--- src/rtl/gps_sv_frame_assembler_if.sv ---
// Byte-write stream from the GPS time/state-vector command receiver.
// The receiver is master; the frame assembler is slave.
interface gps_sv_frame_assembler_if;
    logic       tlm_wclk;
    logic [4:0] tlm_waddr;
    logic [7:0] param_byte;

    modport master (output tlm_wclk, output tlm_waddr, output param_byte);
    modport slave  (input  tlm_wclk, input  tlm_waddr, input  param_byte);
endinterface

--- src/rtl/gps_sv_frame_assembler.sv ---
// Assembles 32-byte GPS parameter frames with an XOR checksum and publishes good frames
// through a double-buffered read port, plus decoded GPS week / time-of-week.
module gps_sv_frame_assembler #(
    parameter int unsigned FRAME_BYTES = 32,
    parameter logic [4:0]  ADDR_BASE   = 5'd1,
    parameter int unsigned TIMEOUT_CYC = 20000
) (
    input  logic                           clk,
    input  logic                           reset,
    gps_sv_frame_assembler_if.slave        wr,
    input  logic [4:0]                     rd_addr,
    output logic [7:0]                     rd_data,
    output logic                           frame_valid,
    output logic                           chk_err,
    output logic                           seq_err,
    output logic                           tmo_err,
    output logic [15:0]                    gps_week,
    output logic [31:0]                    gps_tow,
    output logic [15:0]                    frame_cnt
);

    localparam logic [4:0]  LAST_IDX = 5'(FRAME_BYTES - 1);
    localparam int unsigned TW       = $clog2(TIMEOUT_CYC);
    localparam logic [TW-1:0] TMO_LAST = TW'(TIMEOUT_CYC - 1);

    typedef enum logic [1:0] {
        S_IDLE,
        S_COLLECT,
        S_CHECK
    } state_t;

    state_t                  state_q, state_d;
    logic                    wclk_prev_q, wclk_prev_d;
    logic [4:0]              waddr_prev_q, waddr_prev_d;
    logic [1:0][31:0][7:0]   mem_q, mem_d;
    logic                    wr_bank_q, wr_bank_d;
    logic [7:0]              xacc_q, xacc_d;
    logic [7:0]              chk_q, chk_d;
    logic [4:0]              exp_q, exp_d;
    logic [TW-1:0]           tmo_cnt_q, tmo_cnt_d;
    logic [7:0]              rd_data_q, rd_data_d;
    logic                    frame_valid_q, frame_valid_d;
    logic                    chk_err_q, chk_err_d;
    logic                    seq_err_q, seq_err_d;
    logic                    tmo_err_q, tmo_err_d;
    logic [15:0]             gps_week_q, gps_week_d;
    logic [31:0]             gps_tow_q, gps_tow_d;
    logic [15:0]             frame_cnt_q, frame_cnt_d;

    logic       we;
    logic [4:0] idx;
    logic       pub_bank;

    // A write is a strobe rising edge, or an address change while the strobe is held high.
    assign we       = wr.tlm_wclk && (!wclk_prev_q || (wr.tlm_waddr != waddr_prev_q));
    assign idx      = wr.tlm_waddr - ADDR_BASE;
    assign pub_bank = ~wr_bank_q;

    always_comb begin
        state_d       = state_q;
        wclk_prev_d   = wr.tlm_wclk;
        waddr_prev_d  = wr.tlm_waddr;
        mem_d         = mem_q;
        wr_bank_d     = wr_bank_q;
        xacc_d        = xacc_q;
        chk_d         = chk_q;
        exp_d         = exp_q;
        tmo_cnt_d     = tmo_cnt_q;
        rd_data_d     = mem_q[pub_bank][rd_addr];
        frame_valid_d = 1'b0;
        chk_err_d     = 1'b0;
        seq_err_d     = 1'b0;
        tmo_err_d     = 1'b0;
        gps_week_d    = gps_week_q;
        gps_tow_d     = gps_tow_q;
        frame_cnt_d   = frame_cnt_q;

        if (frame_valid_q) begin
            gps_week_d = {mem_q[pub_bank][0], mem_q[pub_bank][1]};
            gps_tow_d  = {mem_q[pub_bank][2], mem_q[pub_bank][3],
                          mem_q[pub_bank][4], mem_q[pub_bank][5]};
        end

        case (state_q)
            S_IDLE: begin
            end
            S_COLLECT: begin
                if (we) begin
                    tmo_cnt_d = '0;
                    if (idx == exp_q) begin
                        mem_d[wr_bank_q][idx] = wr.param_byte;
                        exp_d = exp_q + 5'd1;
                        if (idx == LAST_IDX) begin
                            chk_d   = wr.param_byte;
                            state_d = S_CHECK;
                        end else begin
                            xacc_d = xacc_q ^ wr.param_byte;
                        end
                    end else begin
                        seq_err_d = 1'b1;
                        state_d   = S_IDLE;
                    end
                end else if (tmo_cnt_q == TMO_LAST) begin
                    tmo_err_d = 1'b1;
                    state_d   = S_IDLE;
                end else begin
                    tmo_cnt_d = tmo_cnt_q + TW'(1);
                end
            end
            S_CHECK: begin
                state_d = S_IDLE;
                if (xacc_q == chk_q) begin
                    wr_bank_d     = pub_bank;
                    frame_valid_d = 1'b1;
                    frame_cnt_d   = frame_cnt_q + 16'd1;
                end else begin
                    chk_err_d = 1'b1;
                end
            end
            default: state_d = S_IDLE;
        endcase

        // Frame start is shared by IDLE and CHECK; after a swap byte 0 lands in the new write bank.
        if ((state_q == S_IDLE || state_q == S_CHECK) && we && (idx == '0)) begin
            mem_d[wr_bank_d][0] = wr.param_byte;
            xacc_d              = wr.param_byte;
            exp_d               = 5'd1;
            tmo_cnt_d           = '0;
            state_d             = S_COLLECT;
        end
    end

    always_ff @(posedge clk) begin
        if (reset) begin
            state_q       <= S_IDLE;
            wclk_prev_q   <= 1'b0;
            waddr_prev_q  <= '0;
            mem_q         <= '0;
            wr_bank_q     <= 1'b0;
            xacc_q        <= '0;
            chk_q         <= '0;
            exp_q         <= '0;
            tmo_cnt_q     <= '0;
            rd_data_q     <= '0;
            frame_valid_q <= 1'b0;
            chk_err_q     <= 1'b0;
            seq_err_q     <= 1'b0;
            tmo_err_q     <= 1'b0;
            gps_week_q    <= '0;
            gps_tow_q     <= '0;
            frame_cnt_q   <= '0;
        end else begin
            state_q       <= state_d;
            wclk_prev_q   <= wclk_prev_d;
            waddr_prev_q  <= waddr_prev_d;
            mem_q         <= mem_d;
            wr_bank_q     <= wr_bank_d;
            xacc_q        <= xacc_d;
            chk_q         <= chk_d;
            exp_q         <= exp_d;
            tmo_cnt_q     <= tmo_cnt_d;
            rd_data_q     <= rd_data_d;
            frame_valid_q <= frame_valid_d;
            chk_err_q     <= chk_err_d;
            seq_err_q     <= seq_err_d;
            tmo_err_q     <= tmo_err_d;
            gps_week_q    <= gps_week_d;
            gps_tow_q     <= gps_tow_d;
            frame_cnt_q   <= frame_cnt_d;
        end
    end

    assign rd_data     = rd_data_q;
    assign frame_valid = frame_valid_q;
    assign chk_err     = chk_err_q;
    assign seq_err     = seq_err_q;
    assign tmo_err     = tmo_err_q;
    assign gps_week    = gps_week_q;
    assign gps_tow     = gps_tow_q;
    assign frame_cnt   = frame_cnt_q;

endmodule

--- src/flat_wrapper.sv ---
// flat-port wrapper written by rule: the top's interface ports become plain ports
module gps_sv_frame_assembler_flat 
#(
    parameter int unsigned FRAME_BYTES = 32,
    parameter logic [4:0]  ADDR_BASE   = 5'd1,
    parameter int unsigned TIMEOUT_CYC = 20000
)
  (clk, reset, rd_addr, rd_data, frame_valid, chk_err, seq_err, tmo_err, gps_week, gps_tow, frame_cnt, wr_tlm_wclk, wr_tlm_waddr, wr_param_byte);
  gps_sv_frame_assembler_if wr_i ();
  input  logic clk;
  input  logic reset;
  input  logic [4:0] rd_addr;
  output logic [7:0] rd_data;
  output logic frame_valid;
  output logic chk_err;
  output logic seq_err;
  output logic tmo_err;
  output logic [15:0] gps_week;
  output logic [31:0] gps_tow;
  output logic [15:0] frame_cnt;
  input wire logic [$bits(wr_i.tlm_wclk)-1:0] wr_tlm_wclk;
  input wire logic [$bits(wr_i.tlm_waddr)-1:0] wr_tlm_waddr;
  input wire logic [$bits(wr_i.param_byte)-1:0] wr_param_byte;
  assign wr_i.tlm_wclk = wr_tlm_wclk;
  assign wr_i.tlm_waddr = wr_tlm_waddr;
  assign wr_i.param_byte = wr_param_byte;
  gps_sv_frame_assembler #(.FRAME_BYTES(FRAME_BYTES), .ADDR_BASE(ADDR_BASE), .TIMEOUT_CYC(TIMEOUT_CYC)) u_core (.clk(clk), .reset(reset), .wr(wr_i), .rd_addr(rd_addr), .rd_data(rd_data), .frame_valid(frame_valid), .chk_err(chk_err), .seq_err(seq_err), .tmo_err(tmo_err), .gps_week(gps_week), .gps_tow(gps_tow), .frame_cnt(frame_cnt));
endmodule
--- config.mk ---
export PLATFORM = sky130hd
export DESIGN_NAME = gps_sv_frame_assembler_flat
export DESIGN_NICKNAME = d
export VERILOG_FILES = /design/src/rtl/gps_sv_frame_assembler_if.sv /design/src/rtl/gps_sv_frame_assembler.sv /design/src/flat_wrapper.sv
export SDC_FILE = /design/constraint.sdc
export NUM_CORES = 1
export LEC_CHECK = 0
export CORE_UTILIZATION = 44
export DETAILED_ROUTE_END_ITERATION = 12
export GPL_TIMING_DRIVEN = 0
export PLACE_DENSITY = 0.73
export REMOVE_ABC_BUFFERS = 1
export SYNTH_ARGS = -nofsm -noshare
export SYNTH_HDL_FRONTEND = slang
export SYNTH_SLANG_ARGS = --single-unit
--- constraint.sdc ---
create_clock -name clk -period 3.3 [get_ports clk]
set_input_delay 0.99 -clock clk [delete_from_list [all_inputs] [get_ports clk]]
set_output_delay 0.99 -clock clk [all_outputs]
set_load 0.02 [all_outputs]
==> impl_metrics.tcl <==
set metrics [dict create \
    drv_cap 0 \
    cp_cell_sequence "clkdlybuf4s15_2, inv_2, ha_4, nor3b_2, xnor2_2, buf_4, nand4_4, buf_12, nor4b_2, buf_4, mux2i_1, nor2_1" \
    drtIter0Drc 1888 \
    fill_cells 5378 \
    path_clk_slew_ns 0.06 \
    synthCells 2671 \
    async_reset_ff_share_pct 0 \
    area_growth_pct 17.53 \
    postSynthAreaPerCell_um2 10.76 \
    numCtsBuffers 66 \
    tns_ns 0 \
    gr-usage-met2_pct 39.34 \
    power_switching_uw 3651 \
    switching_share_pct 22.65 \
    dp.cells 3407 \
    ys_types 69 \
    busiest_layer "met2" \
    crit_arrival_ns 3.69 \
    routedWlPerCell_um 22.14 \
    wirelength_mm 79.52 \
    drv_slew 0 \
    power.density_nw_per_um2 477.2 \
    drtAntennaViolNets 0 \
    grt_use_total_pct 23.54 \
    worst_pin_slew_ns 1.268 \
    cp_top_family "buffers and inverters" \
    p_int_uw 12470 \
    synth.ff_latch_count 633 \
    netlist_area_um2 28740 \
    core_um2 64460 \
    setup_viol 0 \
    p_clk_share_pct 48.0 \
    cp.depth 12 \
    critPathLaunchType "primary input" \
    synth_area_leaders "dfxtp_1 44%, mux2i_1 19%, mux4_2 13%, nor2_1 6.6%, clkbuf_1 2.1%" \
    grtUsageMet1_pct 29.57 \
    synth_top_area_share_pct 44.09 \
    timing.final.crit_period_ns 3.232 \
    max_stage_delay_ns 0.42 \
    clkLatencyLatePin_ns 0.60 \
    place_hpwl_mm 49.53 \
    via_per_inst 5.954 \
    cts_root_buffer "clkbuf_16" \
    grt_pass1_vias 21556 \
    hold_violations 0 \
    timing.hold.ws_ns 0.4576 \
    layout_setup_ws_ns 0.06828 \
    relSlewSlack_pct 14.69 \
    synth-edff-count 0 \
    cts_tree "built" \
    peakVddDrop_mv 0.3032 \
    path_common_cell "buf_4" \
    cts.sinks 633 \
    antenna_found_initial 8 \
    ys.flop_type "dfxtp_1" \
    cp_slowest_cell "nor4b_2" \
    fp-row-count 93 \
    fin_crit_sh_pct 97.93 \
    io_buffers 96 \
    stdcell_count 3592 \
    layout_commonest_cell "dfxtp_1" \
    die_h_um 257.6 \
    grt.met3_usage_pct 4.270 \
    gp_congestion 0.8380 \
    synth_area_leader_cell "dfxtp_1" \
    reg2reg_depth 9 \
    final_nets 2714 \
    hold_path_depth 2 \
    gr-total-overflow 0 \
    post_dp_cell_area_um2 30240 \
    status "finished, final reports clean" \
    grt_max_degree 163 \
    drive_gt1_share_pct 17.99 \
    critPathMaxFanout 13 \
    num_io_pins 97 \
    hold_path.class "flop to flop" \
    fmax_mhz 309.4 \
    vias 21386 \
    skew_ns 0.02024 \
    end_kind "flop" \
    p_leak_uw 0.01246 \
    yosysWarningCount 0 \
    fin_area_um2 33780 \
    cts_buffer_depth 3 \
    dieArea_um2 66340 \
    preCtsSetupSlack_ns -2.833 \
    htree_levels 3 \
    route.detailed.drc 0 \
    combPwrFrac_pct 4.5 \
    reg2reg_slack_ns 0.13 \
    die_w_um 257.6 \
    cp.required_ns 3.76 \
    start_util_pct 44.58 \
    grt_first_pass_wirelength_mm 123.5 \
    p_seq_share_pct 47.5 \
    crit_buf_inv 5 \
    ys_seq_area_share_pct 44.09 \
    firstDrtPassIters 6 \
    final_cell_mix "631 x dfxtp_1, 541 x mux2i_1, 504 x nor2_1, 160 x mux4_2, 131 x nand2_1" \
    path_class "primary input to flop" \
]
worst paths after layout:
| kind | startpoint | end |
|---|---|---|
| worst max register to register | u_core.wr_bank_q | flop |
| worst max-delay path | wr_tlm_waddr[0] | flop |
| worst min register to register | flop | flop |
| worst min-delay path | flop | flop |
stage by stage:
step | power, uW | util, %
floorplan | 8058 | -
global placement | 8426 | 46.21
detailed placement | 8476 | 46.92
CTS | 16200 | 52.20
global route | 16570 | 52.39
finish | 16120 | 52.40
cells by family (layout without fill, tap and decap cells):
logic type / after synthesis / count (layout) / share of synthesized area [%]
adder cells (fa/ha/maj): 7 / 7 / 0.3047
flip-flops: 633 / 633 / 44.09
buffers and inverters: 242 / 304 / 3.500
XOR/XNOR: 39 / 39 / 1.358
multiplexers: 705 / 705 / 31.52
other: 0 / 2 / 0
AO/OA/AOI/OAI: 206 / 206 / 5.782
AND/OR/NAND/NOR: 839 / 841 / 13.44
worst register-to-register path, stage by stage (launching register included):
cell	delay, ns
dfxtp_4	0.59
buf_16	0.28
buf_16	0.30
buf_16	0.33
and3_1	0.33
a21boi_4	0.33
buf_4	0.18
o2111ai_4	0.33
nand3_1	0.25
o21ai_0	0.10
area by class of cell:
class | instances | area (um2) | share of cell area [%]
sequential | 633 | 12680 | 37.54
clock buffer | 98 | 2008 | 5.946
multi-input combinational | 1798 | 15560 | 46.08
tap | 855 | 1070 | 3.167
inverter | 6 | 27.53 | 0.08150
timing repair buffer | 181 | 2180 | 6.453
antenna | 2 | 5.005 | 0.01482
clock inverter | 19 | 242.7 | 0.7187
timing repair:
| action | CTS | global route |
|---|---|---|
| setup buffers | 54 | 7 |
| hold buffers | 0 | 0 |
| gates resized for setup | 84 | 14 |
| gates cloned | 3 | 2 |
| endpoints found under the setup margin | 560 | 418 |
| pin swaps | 33 | 3 |
Yosys cell counts (7+ instances only):
library cell and instances:
a31o_2 16, a32oi_1 8, nor3_1 22, clkbuf_1 162, nor2b_1 11, buf_2 21
nand3_1 45, nand2_1 133, a31oi_1 8, o2111ai_2 11, buf_6 7, and4_1 7
xnor2_1 25, nand4b_1 9, nand3b_1 10, nand4_1 18, nor3_2 19, and3_1 11
a211oi_1 55, dfxtp_1 633, ha_1 7, or3_1 8, nor2_1 505, o21ai_0 29
a21oi_1 27, buf_1 41, xor2_1 9, mux4_2 160, o22ai_1 9, o311ai_0 9
mux2i_1 545, nand3_2 9
layer usage:
metal	up-vias	share of wire (%)
met5	-	0.10
met4	10	4.1
met3	223	6.1
met2	809	49
met1	10714	41
li1	9630	-
power by group through the flow:
stage                     Combinational [uW]  Clock [uW]  Sequential [uW]
after floorplan                          236           0             7820
after global placement                   604           0             7820
after detailed placement                 655           0             7820
after CTS                                713        7830             7650
after global routing                     769        8150             7650
final                                    732        7740             7650
Note: power is estimated with default switching activity, not from simulation.
